`src/rtl/key_expansion_seq.sv`:
```
// key_expansion_seq: iterative AES-128 key schedule, one round key per clock after start.
module key_expansion_seq #(
  parameter int NUM_ROUNDS = 10
) (
  input  logic                              clk,
  input  logic                              rst,
  input  logic                              start,
  input  logic [127:0]                      key,
  output logic [(NUM_ROUNDS+1)*128-1:0]     expanded_key,
  output logic                              busy,
  output logic                              finish
);
  localparam logic [2047:0] SBOX = {
    128'h637c777bf26b6fc53001672bfed7ab76,
    128'hca82c97dfa5947f0add4a2af9ca472c0,
    128'hb7fd9326363ff7cc34a5e5f171d83115,
    128'h04c723c31896059a071280e2eb27b275,
    128'h09832c1a1b6e5aa0523bd6b329e32f84,
    128'h53d100ed20fcb15b6acbbe394a4c58cf,
    128'hd0efaafb434d338545f9027f503c9fa8,
    128'h51a3408f929d38f5bcb6da2110fff3d2,
    128'hcd0c13ec5f974417c4a77e3d645d1973,
    128'h60814fdc222a908846eeb814de5e0bdb,
    128'he0323a0a4906245cc2d3ac629195e479,
    128'he7c8376d8dd54ea96c56f4ea657aae08,
    128'hba78252e1ca6b4c6e8dd741f4bbd8b8a,
    128'h703eb5664803f60e613557b986c11d9e,
    128'he1f8981169d98e949b1e87e9ce5528df,
    128'h8ca1890dbfe6426841992d0fb054bb16
  };
  localparam logic [79:0] RCON = 80'h0102040810204080_1b36;
  typedef enum logic [1:0] {IDLE, EXPAND, DONE} state_t;
  state_t state;
  logic [3:0] rnd, ri;
  logic [127:0] last;
  logic [31:0] w3, temp, n0, n1, n2, n3;
  function automatic logic [7:0] sub(input logic [7:0] b);
    return SBOX[{~b, 3'b000} +: 8];
  endfunction
  // last holds the most recently written round key, so slot rnd-1 never needs a variable read
  always_comb begin
    w3 = last[31:0];
    ri = 4'(NUM_ROUNDS) - rnd;
    temp = {sub(w3[23:16]), sub(w3[15:8]), sub(w3[7:0]), sub(w3[31:24])} ^ {RCON[{ri, 3'b000} +: 8], 24'h0};
    n0 = last[127:96] ^ temp;
    n1 = last[95:64] ^ n0;
    n2 = last[63:32] ^ n1;
    n3 = w3 ^ n2;
  end
  always_ff @(posedge clk) begin
    if (rst) begin
      state <= IDLE;
      expanded_key <= '0;
      busy <= 1'b0;
      finish <= 1'b0;
      rnd <= '0;
      last <= '0;
    end else begin
      case (state)
        IDLE, DONE: if (start) begin
          expanded_key <= {{NUM_ROUNDS*128{1'b0}}, key};
          last <= key;
          rnd <= 4'd1;
          busy <= 1'b1;
          finish <= 1'b0;
          state <= EXPAND;
        end
        EXPAND: begin
          for (int i = 1; i <= NUM_ROUNDS; i++)
            if (rnd == i[3:0]) expanded_key[i*128 +: 128] <= {n0, n1, n2, n3};
          last <= {n0, n1, n2, n3};
          rnd <= rnd + 4'd1;
          if (rnd == 4'(NUM_ROUNDS)) begin
            busy <= 1'b0;
            finish <= 1'b1;
            state <= DONE;
          end
        end
        default: state <= IDLE;
      endcase
    end
  end
endmodule

```
`config.mk`:
```
export PLATFORM = sky130hd
export DESIGN_NAME = key_expansion_seq
export DESIGN_NICKNAME = d
export VERILOG_FILES = /design/src/rtl/key_expansion_seq.sv
export SDC_FILE = /design/constraint.sdc
export NUM_CORES = 2
export LEC_CHECK = 0
export CAP_MARGIN = 0
export CORE_AREA = 10 10 591 593
export DETAILED_ROUTE_END_ITERATION = 16
export DIE_AREA = 0 0 601 603
export PLACE_DENSITY = 0.48
export RECOVER_POWER = 100
export SLEW_MARGIN = 30
export SYNTH_ARGS = -nofsm -noshare
export SYNTH_HDL_FRONTEND = slang
export SYNTH_SLANG_ARGS = --single-unit
```
`constraint.sdc`:
```
create_clock -name clk -period 6.4 [get_ports clk]
set_input_delay 1.28 -clock clk [delete_from_list [all_inputs] [get_ports clk]]
set_output_delay 1.28 -clock clk [all_outputs]
set_load 0.05 [all_outputs]
```
==> metrics.txt <==
outcome finished, violations left; failing checks capacitance limit, slew limit; Clock Path Buffers 4; initial antenna violation count 33; Pins Over Slew Limit approximately 640; largest net degree at the start of global routing approximately 160; Root Buffer clkbuf_16; worst slack, placed between 1000 and 1500 ps; Synth Area in XOR/XNOR between 2 and 3%; crit path DAT approximately 6600 ps; Tightest Pin Transition between 3000 and 4000 ps; post-CTS sizing 0; grt total ovfl 0; min-delay worst type reg2reg; Sw Ratio a little over half; Storage cell area just over 30000 um^2; number of distinct library cells after synthesis 105; Top-Level Pins between 1500 and 2000; Skew-Pair Late Insertion Delay roughly 920 ps; routed vias/inst roughly 5.1; Final Instance Area 97600 um^2; initial DRC count 9223; Post-Synth Simple-Gate Area between 20% and 30%; Tmin final 5810 ps; GRT Total Usage 24.6%; Setup Skew approximately 100 ps; area of the die approximately 360000 um^2; Final period util about nine tenths; YS warnings 0; required time worst endpoint slightly above 7000 ps; max_cap viols 42; Routed wire per std cell between 30 and 40 um; vias in the first global route just under 70000; Comb power frac approximately 55%; main combinational cell family by area after synthesis compound AO/OA/AOI/OAI gates; Fill cells 36500; Port-buffer cells roughly 1500; clock sink count between 1500 and 2000; Pleak 0.0377 uW; initial core utilization between 20% and 30%; EDFF count, synth 0; Post-Synth Adder-Cell Area about 1.2%; Post-CTS Hold Buffers 0; Die Ht between 600 and 700 um; NumNets Final approximately 10000; CTS tree built; DRT Pass-1 Iters 9; dpl hpwl about 350000 um; Yosys reg bits about 1500; share of cells above drive strength 1 roughly 8%; syn_nets 9066; wirelength, routed approximately 480000 um; Area Overhead vs Synth 37.9%; post-route ant nets 0; Clk pwr share 22.7%; critical path type reg2reg; Worst IR Drop VDD between 0.4 and 0.5 mV; Pwr Density just over 500 nW/um^2; core outline area between 300000 and 400000 um^2; Max Fanout on Critical Path 20; Setup violations, final 0; CTS buffer count 186; Worst setup EP type register; Cell Area, Placed between 90000 and 100000 um^2; Synth Instances 8869; die width around 600 um; RSZ-0062 raised after global routing no; top_reg_cell synth dfxtp_1; CP startpoint kind register; post-synthesis async set-or-reset flop share 0%; internal power between 20000 and 25000 uW; post-synthesis sequential area ratio between 40% and 50%; vias approximately 75000; Std-Cell Rows around 210; Post-CTS Setup Bufs 0; clk slew on worst S/H paths about 60 ps; Slew headroom -133%; Final Hold Vio Count 0; sequential power share 22.7%; Synth Cell Area 70700 um^2; Synth Area per Inst 7.97 um^2; Max Clock Freq ~0.17 GHz; Final WS setup slightly below 600 ps; Non-Filler Instances about 15000; Compound-Gate Fraction of Synth Area 22.8%; first-pass GRT wire length roughly 640000 um; RePlAce Congestion between 1 and 1.5; H-tree levels 4; mux contribution to synthesized area about 2.2%; Placed Cells about 14000; Fin Setup TNS 0 ps; Psw roughly 27000 uW; DR DRC count 0; area of the multi-input gates between 30000 and 40000 um^2
## layout by cell type, fill, tap and decap left out, types with 26 or more instances in the layout
| cell type | n |
|---|---|
| buf_4 | 210 |
| and2_1 | 38 |
| clkbuf_8 | 45 |
| inv_1 | 40 |
| nand2b_1 | 137 |
| nor3_1 | 84 |
| o221ai_1 | 35 |
| o22ai_1 | 26 |
| a22oi_1 | 60 |
| dfxtp_1 | 1531 |
| xor2_1 | 37 |
| or2_2 | 38 |
| nand3b_1 | 26 |
| a311oi_1 | 47 |
| clkbuf_1 | 92 |
| a21oi_1 | 1005 |
| nand2_1 | 1801 |
| mux2i_1 | 51 |
| or3_1 | 46 |
| clkdlybuf4s50_1 | 128 |
| o21ai_0 | 406 |
| o31ai_1 | 36 |
| dlygate4sd3_1 | 1408 |
| o21a_1 | 125 |
| clkbuf_16 | 188 |
| a221oi_1 | 51 |
| o211ai_1 | 54 |
| mux4_2 | 36 |
| ha_1 | 66 |
| a31oi_1 | 163 |
| xnor2_1 | 74 |
| and3_1 | 26 |
| a211oi_1 | 66 |
| nand3_1 | 494 |
| o311ai_0 | 28 |
| nor2b_1 | 104 |
| a21o_1 | 35 |
| xnor2_2 | 28 |
| a22o_1 | 155 |
| nor2_1 | 520 |
## kinds of logic after synthesis
family | after synthesis
buffers and inverters | 941
AO/OA/AOI/OAI | 2530
XOR/XNOR | 177
multiplexers | 109
adder cells (fa/ha/maj) | 66
AND/OR/NAND/NOR | 3502
flip-flops | 1544
## Yosys cell counts (all sizes together) (36+ instances only)
library cell / instances / share of area [%]
or3: 46 / 0.41
a31oi: 163 / 1.4
nand2: 1821 / 9.7
clkbuf: 655 / 3.5
xor2: 48 / 0.59
nor2b: 107 / 0.97
buf: 236 / 1.8
a311oi: 48 / 0.60
and2: 48 / 0.42
dfxtp: 1544 / 44
xnor2: 111 / 1.6
a22o: 155 / 1.9
nor2: 557 / 3.0
a211oi: 66 / 0.73
ha: 66 / 1.2
a22oi: 60 / 0.64
a221oi: 51 / 0.63
nand2b: 143 / 1.3
o221ai: 36 / 0.47
o21a: 125 / 1.3
nor3: 84 / 0.59
o31ai: 36 / 0.40
mux2i: 58 / 0.83
o211ai: 54 / 0.57
inv: 45 / 0.24
mux4: 36 / 1.1
nand3: 494 / 3.5
o21ai: 410 / 2.9
or2: 41 / 0.36
a21oi: 1007 / 7.1
## through the flow
step	util, %	hold WS, ps	power, uW
2_1_floorplan	-	455	23100
3_3_place_gp	27.2	432	39600
3_5_place_dp	27.2	441	39500
4_1_cts	29.1	449	50900
5_1_grt	28.9	461	50900
6_report	28.9	444	49400
## cell type report
type                    count  share of cell area [%]
clock inverters            62                   0.886
flip-flops and latches   1544                    31.7
inverters                  50                   0.192
diodes                     15                  0.0385
well taps                4536                    5.82
repair buffers           1841                    18.2
multi-input cells        6384                    37.6
clock buffers             273                    5.61
## sequential cells by signal (all words and copies together), names as in the netlist
name / cells
last: 128
busy: 1
expanded_key: 1408
finish: 1
rnd: 4
state: 2
## critical path: stages (launching register included)
cell and delay (ps):
dfxtp_1 350, inv_1 50, buf_4 190, ha_1 580
mux2i_1 630, o221ai_1 320, mux4_2 530, o221ai_2 220
o221ai_1 310, xnor2_1 490, clkbuf_1 1700, nand2_1 150
a21oi_1 210
## metal layers
metal	global-route usage, %	up-vias	wire (um)
li1	-	33400	-
met1	28.6	36700	176000
met2	39.6	4086	216000
met3	7.24	871	46000
met4	16.0	6	38500
met5	0	-	38
## power by group through the flow
stage	Combinational, uW	Sequential (uW)	Clock, uW
floorplan	10400	12700	0
global placement	28200	11400	0
detailed placement	28100	11400	0
CTS	28200	11200	11500
global route	27800	11300	11800
finish	27000	11200	11200
## worst paths after layout
path | start | cells past startpoint | slack [ps] | endpoint
setup reg to reg | last[17] | 12 | 590 | expanded_key[1119]
hold reg to reg | expanded_key[156] | 2 | 440 | expanded_key[156]
hold / removal | expanded_key[156] | 2 | 440 | expanded_key[156]
setup / recovery | last[17] | 12 | 590 | expanded_key[1119]
(Power assumes the default switching activity.)
